`src/rtl/serial_pkg.sv`:
```
// Shared types and constants for the serial link (transmitter and receiver).
package serial_pkg;

    typedef enum logic [1:0] {IDLE, START, DATA, STOP} tx_state_t;

    localparam logic IDLE_LEVEL = 1'b1;

endpackage

```
`src/rtl/serial_baud_gen.sv`:
```
// Bit-period counter: pulses bit_done on the last clock of each bit while run is high.
module serial_baud_gen #(
    parameter int CLKS_PER_BIT = 4
) (
    input  logic clk,
    input  logic reset,
    input  logic run,
    output logic bit_done
);

    localparam int CW = (CLKS_PER_BIT > 1) ? $clog2(CLKS_PER_BIT) : 1;
    localparam logic [CW-1:0] LAST = CW'(CLKS_PER_BIT - 1);

    logic [CW-1:0] clk_cnt;

    always_ff @(posedge clk) begin
        if (reset || !run)
            clk_cnt <= '0;
        else if (clk_cnt == LAST)
            clk_cnt <= '0;
        else
            clk_cnt <= clk_cnt + 1'b1;
    end

    assign bit_done = run && (clk_cnt == LAST);

endmodule

```
`src/rtl/serial_tx.sv`:
```
// Serial transmitter: start bit, WIDTH data bits LSB first, stop bit, CLKS_PER_BIT clocks each.
module serial_tx
    import serial_pkg::*;
#(
    parameter int WIDTH        = 8,
    parameter int CLKS_PER_BIT = 4
) (
    input  logic             clk,
    input  logic             reset,
    input  logic [WIDTH-1:0] data_in,
    input  logic             valid_in,
    output logic             ready_out,
    output logic             tx,
    output logic             busy
);

    generate
        if (WIDTH < 1)        $error("serial_tx: WIDTH must be >= 1");
        if (CLKS_PER_BIT < 1) $error("serial_tx: CLKS_PER_BIT must be >= 1");
    endgenerate

    localparam int BW = (WIDTH > 1) ? $clog2(WIDTH) : 1;
    localparam logic [BW-1:0] LAST_BIT = BW'(WIDTH - 1);

    tx_state_t        state;
    logic [WIDTH-1:0] sr;
    logic [WIDTH-1:0] sr_next;
    logic [BW-1:0]    bit_cnt;
    logic             bit_done;

    serial_baud_gen #(.CLKS_PER_BIT(CLKS_PER_BIT)) u_baud (
        .clk      (clk),
        .reset    (reset),
        .run      (state != IDLE),
        .bit_done (bit_done)
    );

    assign ready_out = (state == IDLE);
    assign busy      = (state != IDLE);
    assign sr_next   = sr >> 1;

    // tx is loaded one edge ahead so it changes together with the state.
    always_ff @(posedge clk) begin
        if (reset) begin
            state   <= IDLE;
            tx      <= IDLE_LEVEL;
            sr      <= '0;
            bit_cnt <= '0;
        end else begin
            case (state)
                IDLE: begin
                    tx <= IDLE_LEVEL;
                    if (valid_in) begin
                        sr      <= data_in;
                        bit_cnt <= '0;
                        tx      <= 1'b0;
                        state   <= START;
                    end
                end
                START: if (bit_done) begin
                    tx    <= sr[0];
                    state <= DATA;
                end
                DATA: if (bit_done) begin
                    sr <= sr_next;
                    if (bit_cnt == LAST_BIT) begin
                        tx    <= IDLE_LEVEL;
                        state <= STOP;
                    end else begin
                        tx      <= sr_next[0];
                        bit_cnt <= bit_cnt + 1'b1;
                    end
                end
                STOP: if (bit_done) begin
                    tx    <= IDLE_LEVEL;
                    state <= IDLE;
                end
                default: state <= IDLE;
            endcase
        end
    end

endmodule

```
`config.mk`:
```
export PLATFORM = sky130hd
export DESIGN_NAME = serial_tx
export DESIGN_NICKNAME = d
export VERILOG_FILES = /design/src/rtl/serial_pkg.sv /design/src/rtl/serial_baud_gen.sv /design/src/rtl/serial_tx.sv
export SDC_FILE = /design/constraint.sdc
export NUM_CORES = 1
export LEC_CHECK = 0
export ABC_AREA = 1
export CAP_MARGIN = 20
export CORE_UTILIZATION = 25
export CTS_CLUSTER_SIZE = 20
export DETAILED_ROUTE_END_ITERATION = 6
export MAX_ROUTING_LAYER = met4
export PLACE_DENSITY_LB_ADDON = 0.05
export RECOVER_POWER = 100
export SYNTH_ARGS = -nofsm -noshare
export SYNTH_HDL_FRONTEND = slang
export SYNTH_SLANG_ARGS = --single-unit
```
`constraint.sdc`:
```
create_clock -name clk -period 2.11 [get_ports clk]
set_input_delay 0.422 -clock clk [delete_from_list [all_inputs] [get_ports clk]]
set_output_delay 0.422 -clock clk [all_outputs]
set_load 0.03 [all_outputs]
```
==> results.sh <==
export IMPL_status="complete, no violations"
export IMPL_max_slew_margin_pct=67.7
export IMPL_finClkSkew_ns=0.00211
export IMPL_syn_area_sq_um=905
export IMPL_p_leak_uw=0.000503
export IMPL_final_hold_viol_count=0
export IMPL_cp_arrival_ns=1.56
export IMPL_ys_seq_elements=16
export IMPL_die_h_um=62.2
export IMPL_grt_overflow_total=0
export IMPL_grt_max_degree=11
export IMPL_cts_root_buf="clkbuf_4"
export IMPL_end_kind="primary output"
export IMPL_drc=0
export IMPL_yosysWarnings=0
export IMPL_wl_per_cell_um=11.6
export IMPL_ant_nets=0
export IMPL_synthArstFlopShare_pct=0
export IMPL_rsz0062_at_grt="false"
export IMPL_n_antenna_cell=0
export IMPL_critPathKind="reg -> out"
export IMPL_die_w_um=62.2
export IMPL_dp_slack_ns=0.158
export IMPL_worst_setup_path_start_kind="register"
export IMPL_numPortBuffers=13
export IMPL_slew_violations=0
export IMPL_dieArea_sq_um=3860
export IMPL_power_total_uw=1260
export IMPL_power_density_nw_per_um2=1130
export IMPL_required_ns=1.69
export IMPL_yosysSeqAreaShare_pct=35.4
export IMPL_vias=836
export IMPL_start_util_pct=26.7
export IMPL_finalSetupTns_ns=0
export IMPL_cts_buffers=3
export IMPL_pin_count=14
export IMPL_synth_nets=145
export IMPL_layout_setup_ws_ns=0.131
export IMPL_maxCapViolations=0
export IMPL_max_freq_ghz=0.505
export IMPL_synth_edf_count=0
export IMPL_flow_area_growth_from_synthesis_pct=23.4
export IMPL_clock_latency_ns=0.29
export IMPL_yosysUniqueCellTypes=19
export IMPL_synth_cells=126
export IMPL_yosysTopAreaCell="dfxtp_1"
export IMPL_h_tree_depth=1
export IMPL_drive_above_1_share_pct=9.72
export IMPL_setup_viol_count_final=0
export IMPL_track_usage_pct=12.9
export IMPL_hpwl_mm=1.58
export IMPL_synthTopCellsByArea="dfxtp_1 (35%), nand2_1 (17%), ha_1 (11%), a21oi_1 (7.2%), nand3_1 (7.2%)"
export IMPL_clk_path_buf_depth=2
export IMPL_critPathMaxFanout=4
export IMPL_cts_tree="yes"
export IMPL_synthFlopType="dfxtp_1"
export IMPL_netlist_top_cells_count="nand2_1 (40), dfxtp_1 (16), a21oi_1 (13), nand3_1 (13)"
export IMPL_final_net_count=164
export IMPL_dr_pass1_iters=4
export IMPL_clock_sinks=16
export IMPL_synth_area_per_cell_sq_um=7.18
export IMPL_vias_per_cell=4.40
export IMPL_grt_pass1_vias=802
export IMPL_synthMostInstantiatedCell="nand2_1"
export IMPL_gp_congestion=0.709
export IMPL_post_route_min_period_ns=1.98
export IMPL_synth_top_area_share_pct=35.4
export IMPL_wirelength_mm=2.20
export IMPL_cts_reportedPaths_clkPinSlew_ns=0.10
export IMPL_drt_iter0_drc=19
export IMPL_grt_antenna_before_repair=0
export IMPL_min_period_over_period_pct=93.8
export IMPL_cts_setup_buffers=0
export IMPL_worstMarginPinSlew_ns=0.485
export IMPL_rows=21
export IMPL_grt_pass1_wl_mm=3.80
export IMPL_hold_class="reg -> reg"
export IMPL_ir_worst_vdd_mv=0.350
export IMPL_core_region_area_sq_um=3390
## layer usage
| layer | global-route usage [%] | part of all wire (%) | vias up |
|---|---|---|---|
| met5 | - | 0 | - |
| met4 | 3.49 | 0.86 | 0 |
| met3 | 3.68 | 3.6 | 2 |
| met2 | 19.8 | 44 | 12 |
| met1 | 16.6 | 51 | 380 |
| li1 | - | - | 442 |
## layout make-up
| class | count | area, sq um |
|---|---|---|
| fillers | 379 | 2270 |
| multi-input cells | 96 | 505 |
| flip-flops and latches | 16 | 320 |
| repair buffers | 17 | 155 |
| well taps | 46 | 57.6 |
| inverters | 11 | 41.3 |
| clock buffers | 4 | 36.3 |
## repair_timing
action | in CTS | in global routing
resized for setup | 2 | 1
endpoints found under the setup margin | 2 | 1
hold buffers | 0 | 0
gates cloned | 0 | 0
## placed cells by master, fill, tap and decap left out, drive strengths merged
master / n
buf: 3
clkdlybuf4s50: 10
nand4: 2
dfxtp: 16
clkdlybuf4s15: 1
clkbuf: 5
dlygate4sd3: 1
a21oi: 13
nand3: 14
dlygate4sd2: 1
o21a: 1
nand2: 46
ha: 8
nand3b: 1
nor2: 10
o21ai: 1
inv: 11
## where the power goes
| group | switching [uW] | leakage, uW | internal, uW |
|---|---|---|---|
| clock | 105 | 0.0000210 | 105 |
| sequential | 45.1 | 0.000131 | 377 |
| combinational | 408 | 0.000351 | 223 |
| total | 558 | 0.000503 | 706 |
## registers in the layout, summed over array words and instances (netlist names)
register and flops:
tx 1, state 2, sr 8, u_baud.clk_cnt 2, bit_cnt 3
## worst max-delay path: stages (launching register included)
cell             delay (ns)
dfxtp_1                0.42
inv_1                  0.10
ha_1                   0.25
inv_2                  0.12
clkdlybuf4s15_1        0.38
## metrics by stage
stage / cell area (sq um) / utilization (%) / std cells / hold WS [ns]
after floorplan: 905 / - / 126 / 0.399
after global placement: 1100 / 32.4 / 186 / 0.417
after detailed placement: 1100 / 32.4 / 186 / 0.419
after CTS: 1130 / 33.4 / 190 / 0.434
after global routing: 1120 / 32.9 / 190 / 0.460
final: 1120 / 32.9 / 190 / 0.429
## cells by family after synthesis
group | Yosys count | synth area share [%]
simple gates | 73 | 37.9
fa+ha+maj | 8 | 11.1
buf+inv | 14 | 7.05
flops | 16 | 35.4
compound gates | 15 | 8.57
## path summary, 6_finish.rpt
path	to	slack, ns	cells past startpoint	start
worst max-delay path	busy	0.13	4	state[0]$_SDFFE_PP0P_
worst min-delay path	u_baud.clk_cnt[0]$_SDFF_PP0_	0.43	1	u_baud.clk_cnt[0]$_SDFF_PP0_
worst max register to register	sr[7]$_SDFFE_PP0P_	0.35	7	state[0]$_SDFFE_PP0P_
worst min register to register	u_baud.clk_cnt[0]$_SDFF_PP0_	0.43	1	u_baud.clk_cnt[0]$_SDFF_PP0_
(Power assumes the default switching activity.)
